$ cat src/rtl/hero_bus_arbiter.sv
// hero_bus_arbiter
//   Shares one hero write bus between NUM_REQ requesters. The bus is granted
//   round-robin at transaction boundaries and held from the first accepted
//   beat through the DONE beat, or until MAX_BEATS VALID beats have been
//   accepted, whichever comes first. Beats pass through one output register
//   stage that honours downstream backpressure.
//
// Ports
//   clk, rst          clock, synchronous active-high reset
//   req_cycle_type    2 bits per requester (IDLE=0, VALID=1, DONE=2)
//   req_wdat          36 bits per requester
//   req_sub           7 bits per requester
//   req_ready         per-requester beat-accepted strobe (combinational)
//   out_cycle_type    registered cycle type on the hero bus
//   out_wdat, out_sub registered data / sub payload
//   out_clk_en        registered, high when out_cycle_type is not IDLE
//   out_ready         sink accepts the current out beat
//   grant_valid       a requester holds the bus
//   grant_id          index of the holder (meaningful when grant_valid)
//   err_overlong      one-cycle pulse after a forced release
module hero_bus_arbiter #(
    parameter int NUM_REQ     = 4,
    parameter int GRANT_WIDTH = $clog2(NUM_REQ),
    parameter int MAX_BEATS   = 16
) (
    input  logic                     clk,
    input  logic                     rst,
    input  logic [2*NUM_REQ-1:0]     req_cycle_type,
    input  logic [36*NUM_REQ-1:0]    req_wdat,
    input  logic [7*NUM_REQ-1:0]     req_sub,
    output logic [NUM_REQ-1:0]       req_ready,
    output logic [1:0]               out_cycle_type,
    output logic [35:0]              out_wdat,
    output logic [6:0]               out_sub,
    output logic                     out_clk_en,
    input  logic                     out_ready,
    output logic                     grant_valid,
    output logic [GRANT_WIDTH-1:0]   grant_id,
    output logic                     err_overlong
);

    localparam logic [1:0] CT_IDLE = 2'b00;
    localparam logic [1:0] CT_DONE = 2'b10;
    localparam logic [7:0] LAST_BEAT = 8'(MAX_BEATS - 1);

    typedef enum logic {ARB, LOCKED} state_e;

    state_e                   state_q, state_d;
    logic [GRANT_WIDTH-1:0]   grant_id_q, grant_id_d;
    logic [GRANT_WIDTH-1:0]   rr_ptr_q, rr_ptr_d;
    logic [7:0]               beat_cnt_q, beat_cnt_d;
    logic [1:0]               out_type_q, out_type_d;
    logic [35:0]              out_wdat_q, out_wdat_d;
    logic [6:0]               out_sub_q, out_sub_d;
    logic                     out_clk_en_q;
    logic                     err_q, err_d;

    // Per-requester views of the flattened input buses.
    logic [1:0]   req_type_a [NUM_REQ];
    logic [35:0]  req_wdat_a [NUM_REQ];
    logic [6:0]   req_sub_a  [NUM_REQ];
    logic [NUM_REQ-1:0] req_active;

    generate
        for (genvar gi = 0; gi < NUM_REQ; gi++) begin : g_unpack
            assign req_type_a[gi] = req_cycle_type[2*gi +: 2];
            assign req_wdat_a[gi] = req_wdat[36*gi +: 36];
            assign req_sub_a[gi]  = req_sub[7*gi +: 7];
            assign req_active[gi] = (req_cycle_type[2*gi +: 2] != CT_IDLE);
        end
    endgenerate

    // First active requester at or after the round-robin pointer.
    logic                   pick_found;
    logic [GRANT_WIDTH-1:0] pick_id;

    always_comb begin
        pick_found = 1'b0;
        pick_id    = '0;
        for (int k = 0; k < NUM_REQ; k++) begin
            if (!pick_found && req_active[(int'(rr_ptr_q) + k) % NUM_REQ]) begin
                pick_found = 1'b1;
                pick_id    = GRANT_WIDTH'((int'(rr_ptr_q) + k) % NUM_REQ);
            end
        end
    end

    // The out register may take a new value when it is empty or being drained.
    logic load_en;
    assign load_en = (out_type_q == CT_IDLE) | out_ready;

    logic [1:0]  sel_type;
    logic [35:0] sel_wdat;
    logic [6:0]  sel_sub;
    logic [GRANT_WIDTH-1:0] rr_next;

    assign sel_type = req_type_a[grant_id_q];
    assign sel_wdat = req_wdat_a[grant_id_q];
    assign sel_sub  = req_sub_a[grant_id_q];
    assign rr_next  = (int'(grant_id_q) == NUM_REQ - 1) ? '0 : grant_id_q + 1'b1;

    always_comb begin
        state_d    = state_q;
        grant_id_d = grant_id_q;
        rr_ptr_d   = rr_ptr_q;
        beat_cnt_d = beat_cnt_q;
        out_type_d = out_type_q;
        out_wdat_d = out_wdat_q;
        out_sub_d  = out_sub_q;
        err_d      = 1'b0;
        req_ready  = '0;

        case (state_q)
            ARB: begin
                if (load_en) begin
                    out_type_d = CT_IDLE;
                    out_wdat_d = '0;
                    out_sub_d  = '0;
                end
                if (pick_found) begin
                    state_d    = LOCKED;
                    grant_id_d = pick_id;
                    beat_cnt_d = '0;
                end
            end
            LOCKED: begin
                req_ready[grant_id_q] = load_en;
                if (load_en) begin
                    // An IDLE from the holder is forwarded as a bubble.
                    out_type_d = sel_type;
                    out_wdat_d = sel_wdat;
                    out_sub_d  = sel_sub;
                    if (sel_type != CT_IDLE) begin
                        if (sel_type == CT_DONE || beat_cnt_q == LAST_BEAT) begin
                            state_d    = ARB;
                            rr_ptr_d   = rr_next;
                            beat_cnt_d = '0;
                            err_d      = (sel_type != CT_DONE);
                        end else begin
                            beat_cnt_d = beat_cnt_q + 8'd1;
                        end
                    end
                end
            end
            default: state_d = ARB;
        endcase
    end

    always_ff @(posedge clk) begin
        if (rst) begin
            state_q      <= ARB;
            grant_id_q   <= '0;
            rr_ptr_q     <= '0;
            beat_cnt_q   <= '0;
            out_type_q   <= CT_IDLE;
            out_wdat_q   <= '0;
            out_sub_q    <= '0;
            out_clk_en_q <= 1'b0;
            err_q        <= 1'b0;
        end else begin
            state_q      <= state_d;
            grant_id_q   <= grant_id_d;
            rr_ptr_q     <= rr_ptr_d;
            beat_cnt_q   <= beat_cnt_d;
            out_type_q   <= out_type_d;
            out_wdat_q   <= out_wdat_d;
            out_sub_q    <= out_sub_d;
            out_clk_en_q <= (out_type_d != CT_IDLE);
            err_q        <= err_d;
        end
    end

    assign out_cycle_type = out_type_q;
    assign out_wdat       = out_wdat_q;
    assign out_sub        = out_sub_q;
    assign out_clk_en     = out_clk_en_q;
    assign grant_valid    = (state_q == LOCKED);
    assign grant_id       = grant_id_q;
    assign err_overlong   = err_q;

endmodule
$ cat config.mk
export PLATFORM = sky130hd
export DESIGN_NAME = hero_bus_arbiter
export DESIGN_NICKNAME = d
export VERILOG_FILES = /design/src/rtl/hero_bus_arbiter.sv
export SDC_FILE = /design/constraint.sdc
export NUM_CORES = 1
export LEC_CHECK = 0
export BUFFER_PORTS_ARGS = -buffer_cell sky130_fd_sc_hd__buf_2
export CAP_MARGIN = 25
export CORE_UTILIZATION = 38
export CTS_CLUSTER_DIAMETER = 200
export CTS_CLUSTER_SIZE = 16
export DETAILED_ROUTE_END_ITERATION = 7
export PLACE_DENSITY = 0.83
export SLEW_MARGIN = 20
export SYNTH_ARGS = -nofsm -noshare
export SYNTH_HDL_FRONTEND = slang
export SYNTH_SLANG_ARGS = --single-unit
$ cat constraint.sdc
create_clock -name clk -period 1.9 [get_ports clk]
set_clock_uncertainty 0.15 [all_clocks]
set_input_delay 0.38 -clock clk [delete_from_list [all_inputs] [get_ports clk]]
set_output_delay 0.38 -clock clk [all_outputs]
set_load 0.01 [all_outputs]
# --- After elaboration in Yosys (flattened, before gate mapping) ---
# Index checks and enable logic that the tools add are counted.
classes:
  n_reduce_logical: 23
  eq_ne: 8
  magnitude_cmp: 7
  n_bitwise: 10
  mux: 51
  addsub: 5
op_table:
  columns: ["op", "n"]
  rows:
  - ["$mux W36", 4]
  - ["$bmux W36 S2", 1]
  - ["$pmux W36 S2", 1]
  - ["$mux W8", 4]
  - ["$mux W7", 4]
  - ["$mux W2", 9]
  - ["$mux W1", 16]
  - ["$pmux W8 S2", 1]
  - ["$bmux W7 S2", 1]
  - ["$pmux W7 S2", 1]
  - ["$lt A3 B4 Y1 const B", 3]
  - ["$reduce_bool A2 Y1", 6]
  - ["$add A8 B1 Y8 const B", 1]
  - ["$bmux W1 S2", 4]
  - ["$eq A8 B4 Y1 const B", 1]
  - ["$lt A2 B3 Y1 const B", 2]
  - ["$ne A2 B2 Y1 const B", 3]
  - ["$reduce_or A2 Y1", 3]
  - ["$reduce_or A5 Y1", 1]
  - ["$add A2 B1 Y2 const B", 2]
  - ["$add A2 B2 Y2 const B", 2]
  - ["$and A4 B4 Y4", 1]
  - ["$bmux W2 S2", 1]
  - ["$logic_and A1 B1 Y1", 4]
  - ["other kinds (19)", 28]
word_totals:
  elab_cells: 113
  inputBits: 183
  out_inout_bits: 54
  reg_bits: 60

# --- Logic depth before layout (Yosys ltp) ---
depth:
  word_depth: 16
  depth_mapped: 8

# --- Worst setup path before layout ---
# No wires, ideal clock.
synth_path:
  path_type: "flip-flop to flip-flop"
  startpoint: "reg grant_id_q[0], in the netlist grant_id[0]"
  endpoint: "reg out_sub_q[6], in the netlist out_sub[6]"
  path_slack_ps: -103
  required_ps: 1622
  arrival_ps: 1726
  synth_period_minus_slack_ps: 2003
  path_stages_with_launch: 6
  n_path_buf: 2
  setup_ps: 128
  cell_sequence: "dfxtp_1 buf_2 buf_4 mux4_2 a22oi_1 nor2_1"
synth_via:
  elab_chain_len: 6
synth_rtl:
  columns: ["element", "line", "source"]
  rows:
  - ["start: declaration", "49", "logic [GRANT_WIDTH-1:0] grant_id_q, grant_id_d;"]
  - ["start signal: assignment", "162", "grant_id_q <= grant_id_d;"]
  - ["$not A2 Y3 (implied by the code)", "99", "assign sel_sub = req_sub_a[grant_id_q];"]
  - ["$bmux W7 S2", "99", null]
  - ["$mux W7 (implied by the code) (2 in a row)", "99", null]
  - ["$mux W7", "128", "if (load_en) begin"]
  - ["$pmux W7 S2", "113", "case (state_q)"]
  - ["end signal: assignment", "167", "out_sub_q <= out_sub_d;"]
  - ["end: declaration", "54", "logic [6:0] out_sub_q, out_sub_d;"]
# Every way passes these cells. The select of a mux whose other input is x is not followed.
# A chain may end at the register's enable or synchronous reset.

# --- Final worst setup path ---
layout_path:
  startpoint: "reg grant_id_q[0], in the netlist grant_id[0]"
  endpoint: "reg beat_cnt_q[7]"
layout_via:
  elab_chain_len: 10
layout_rtl:
  columns: ["element", "line", "source"]
  rows:
  - ["$not A2 Y3 (implied by the code) *", "97", "assign sel_type = req_type_a[grant_id_q];"]
  - ["$bmux W2 S2 *", "97", null]
  - ["$mux W2 (implied by the code) * (2 in a row)", "97", null]
  - ["$eq A2 B2 Y1", "134", "if (sel_type == CT_DONE || beat_cnt_q == LAST_BEAT) begin"]
  - ["$logic_or A1 B1 Y1", "134", null]
  - ["$mux W8", "134", null]
  - ["$mux W8", "133", "if (sel_type != CT_IDLE) begin"]
  - ["$mux W8", "128", null]
  - ["$pmux W8 S2", "113", null]
  - ["end signal: assignment", "164", "beat_cnt_q <= beat_cnt_d;"]
  - ["end: declaration", "51", "logic [7:0] beat_cnt_q, beat_cnt_d;"]
# Mark *: on every way between the ends. The rest lies on a longest branch, timed or not. The select of a mux whose other input is x is not followed.

==> results.cfg <==
[global_route]
grt_pass1_wl_um = 17820
grt-ovfl-total = 0
gr-usage-all-layers_pct = 26.11
grt_max_degree = 44
antenna_found_initial = 1
grt_pass1_vias = 3602

[layout]
layout_common_cells = buf_2, nor2_1, dfxtp_1, mux4_2, a22oi_1
final_common_cell = buf_2
antennaDiodeCount = 0
drive_above_1_share_pct = 61.47
area_delta_synth_final_pct = 52.44
final_util_pct = 59.47
nNetsFinal = 741
final_area_um2 = 5161

[place]
detailed_place_hpwl_um = 8699
portBuffers = 236
gp_congestion = 0.8705
dp_slack_ns = -0.1317
place_area_um2 = 4713

[yosys]
ys_seq_area_share_pct = 35.48
syn-instance-count = 305
syn-num-nets = 493
ys_ff_latch = 60
yosys_warnings = 0
ys_types = 36
avgSynthCellArea_um2 = 11.10
synth_area_um2 = 3386

[pwr]
pwr-share-clk_pct = 34.5
p_sw_share_pct = 27.32
pwr-share-comb_pct = 25.3
p_leak_nw = 2.372
p_sw_w = 0.0009321
power.density_nw_per_um2 = 661.1
p_int_w = 0.002480
seq_power_share_pct = 40.3
ir_drop_uv = 341.7

[timing]
period_minus_slack_ns = 1.929
final_max_slew_viol_count = 0
max-slew-margin-rel_pct = 68.40
rsz0062_at_grt = yes
finalHoldViolCount = 0
tightest_slew_ns = 0.4741
finalSetupViolCount = 7
fmaxAchievable_mhz = 518.3
fin_crit_sh_pct = 101.6
postLayoutSetupSlackWorst_ns = -0.02949

[flow_run]
maxCapViolCount = 0

[routing]
dr.pass1.iters = 4
drc = 0
dr.first_iter.drc_count = 191
wl_per_cell_um = 18.12
detail_route.vias_per_cell = 5.449
finalWirelength_um = 12070
vias = 3629
antenna_left = 0

[clock_network]
cts_made_buffers = 9
h-tree-depth = 3
clock-sinks = 60
clk_pin_slew_ns = 0.07
clock_latency_ns = 0.33
root_buffer = clkbuf_8
cts_tree = done
cts_buffer_depth = 2

[floorplanning]
coreArea_um2 = 8678
io_pins = 237
fp-row-count = 34
die_y_um = 96.39
chipWidth_um = 96.39
die-area_um2 = 9291
start_util_pct = 39.01

[min_path]
hold_class = in -> reg

[outcome]
violations = negative setup slack
status = complete, but fails checks

[setup_path]
required_ns = 1.97
critPathKind = reg -> reg
start_kind = register
arrival_ns = 2.00
endpoint_kind = register
path_max_fanout = 5
metal layers:
metal	up-vias	part of all wire [%]	global-route usage, %
met4	2	1.7	6.863
met1	1779	38	30.57
met5	-	0.11	0
li1	1664	-	-
met3	22	6.6	8.059
met2	162	54	46.28
stage by stage:
stage          hold WS (ns)  instances  setup TNS, ns  power (W)
2_1_floorplan        0.3357        305              0   0.001837
3_3_place_gp         0.3346        636       -0.02919   0.002148
3_5_place_dp         0.3444        636        -0.6610   0.002184
6_report             0.1334        666        -0.1215   0.003412
5_1_grt              0.1207        666        -0.8751   0.003596
4_1_cts              0.1164        664       -0.01301   0.003416
critical path, cell delays in order, from the launching register on:
cell and delay (ns):
dfxtp_4 0.39, mux4_2 0.60, o221ai_4 0.26, buf_4 0.17, nor3_1 0.06, xnor2_1 0.13
nor2_1 0.05
worst paths after layout:
| kind | startpoint | endpoint | slack [ns] | cells after the start |
|---|---|---|---|---|
| setup / recovery | grant_id[0]$_SDFFE_PP0P_ | beat_cnt_q[7]$_SDFFE_PP0P_ | -0.03 | 6 |
| hold / removal | rst | err_overlong$_SDFF_PP0_ | 0.13 | 2 |
| setup reg to reg | grant_id[0]$_SDFFE_PP0P_ | beat_cnt_q[7]$_SDFFE_PP0P_ | -0.03 | 6 |
| hold reg to reg | out_wdat[2]$_SDFFE_PP0P_ | out_wdat[2]$_SDFFE_PP0P_ | 0.36 | 2 |
power by group through the flow:
| stage | registers [W] | logic (W) | clock network (W) |
|---|---|---|---|
| after detailed placement | 0.00140 | 0.000783 | 0 |
| after CTS | 0.00137 | 0.000843 | 0.00120 |
| final | 0.00137 | 0.000862 | 0.00118 |
| after global placement | 0.00140 | 0.000750 | 0 |
| after floorplan | 0.00143 | 0.000408 | 0 |
| after global routing | 0.00138 | 0.000934 | 0.00128 |
cell families (layout without fill, tap and decap cells):
| group | count (synthesis) | after routing | synth area share, % |
|---|---|---|---|
| buffers and inverters | 31 | 284 | 4.323 |
| DFF | 60 | 60 | 35.48 |
| and+or+nand+nor | 93 | 93 | 11.97 |
| muxes | 48 | 48 | 30.82 |
| AOI/OAI and AO/OA | 61 | 61 | 13.75 |
| xor gates and xnor gates | 7 | 7 | 1.811 |
| adders and majority gates | 5 | 5 | 1.848 |
sequential cells by signal (all words and copies together), names as in the netlist:
register        cells
out_sub             7
beat_cnt_q          8
out_wdat           36
grant_id            2
out_clk_en          1
grant_valid         1
rr_ptr_q            2
out_cycle_type      2
err_overlong        1
final cells by class:
cell class                 count  area, um^2
clock buffer                  12       155.1
clock inverter                 4       47.55
fill                         770        3517
inverter                       4       15.01
multi-input combinational    214        2081
sequential                    60        1211
tap                          108       135.1
timing repair buffer         264        1516
cell usage after synthesis:
| cell | number | area share [%] |
|---|---|---|
| nor4_1 | 2 | 0.37 |
| o21ba_1 | 1 | 0.30 |
| ha_1 | 5 | 1.8 |
| or2_1 | 1 | 0.18 |
| nor2_1 | 66 | 7.3 |
| a211oi_1 | 1 | 0.22 |
| nand3_1 | 3 | 0.44 |
| o21a_1 | 1 | 0.22 |
| o21ai_0 | 4 | 0.59 |
| clkbuf_1 | 14 | 1.6 |
| mux2i_1 | 3 | 0.89 |
| and3_1 | 3 | 0.55 |
| a21boi_0 | 1 | 0.22 |
| a22oi_1 | 44 | 9.8 |
| xnor2_1 | 6 | 1.6 |
| o21a_2 | 1 | 0.26 |
| a2111oi_0 | 1 | 0.26 |
| nand2_1 | 4 | 0.44 |
| o221ai_4 | 1 | 0.78 |
| nor3_1 | 4 | 0.59 |
| and2_1 | 4 | 0.74 |
| nor2b_1 | 1 | 0.18 |
| a41o_1 | 1 | 0.30 |
| nand3b_2 | 1 | 0.33 |
| buf_4 | 6 | 1.3 |
| nor2b_2 | 1 | 0.26 |
| inv_1 | 4 | 0.44 |
| a21oi_1 | 4 | 0.59 |
| mux4_2 | 45 | 30 |
| buf_2 | 6 | 0.89 |
| xor2_1 | 1 | 0.26 |
| buf_1 | 1 | 0.11 |
| dfxtp_1 | 60 | 35 |
| nand4_1 | 1 | 0.18 |
| o21ai_2 | 1 | 0.26 |
| nand2b_1 | 2 | 0.37 |
what timing repair did:
action / 4_1_cts / 5_1_grt
gates resized for setup: 8 / 10
setup endpoints to repair: 7 / 34
hold buffers: 0 / 0
pin swaps: 1 / 2
cloned: 3 / 1
buffers inserted: 9 / 1
(Power assumes the default switching activity.)
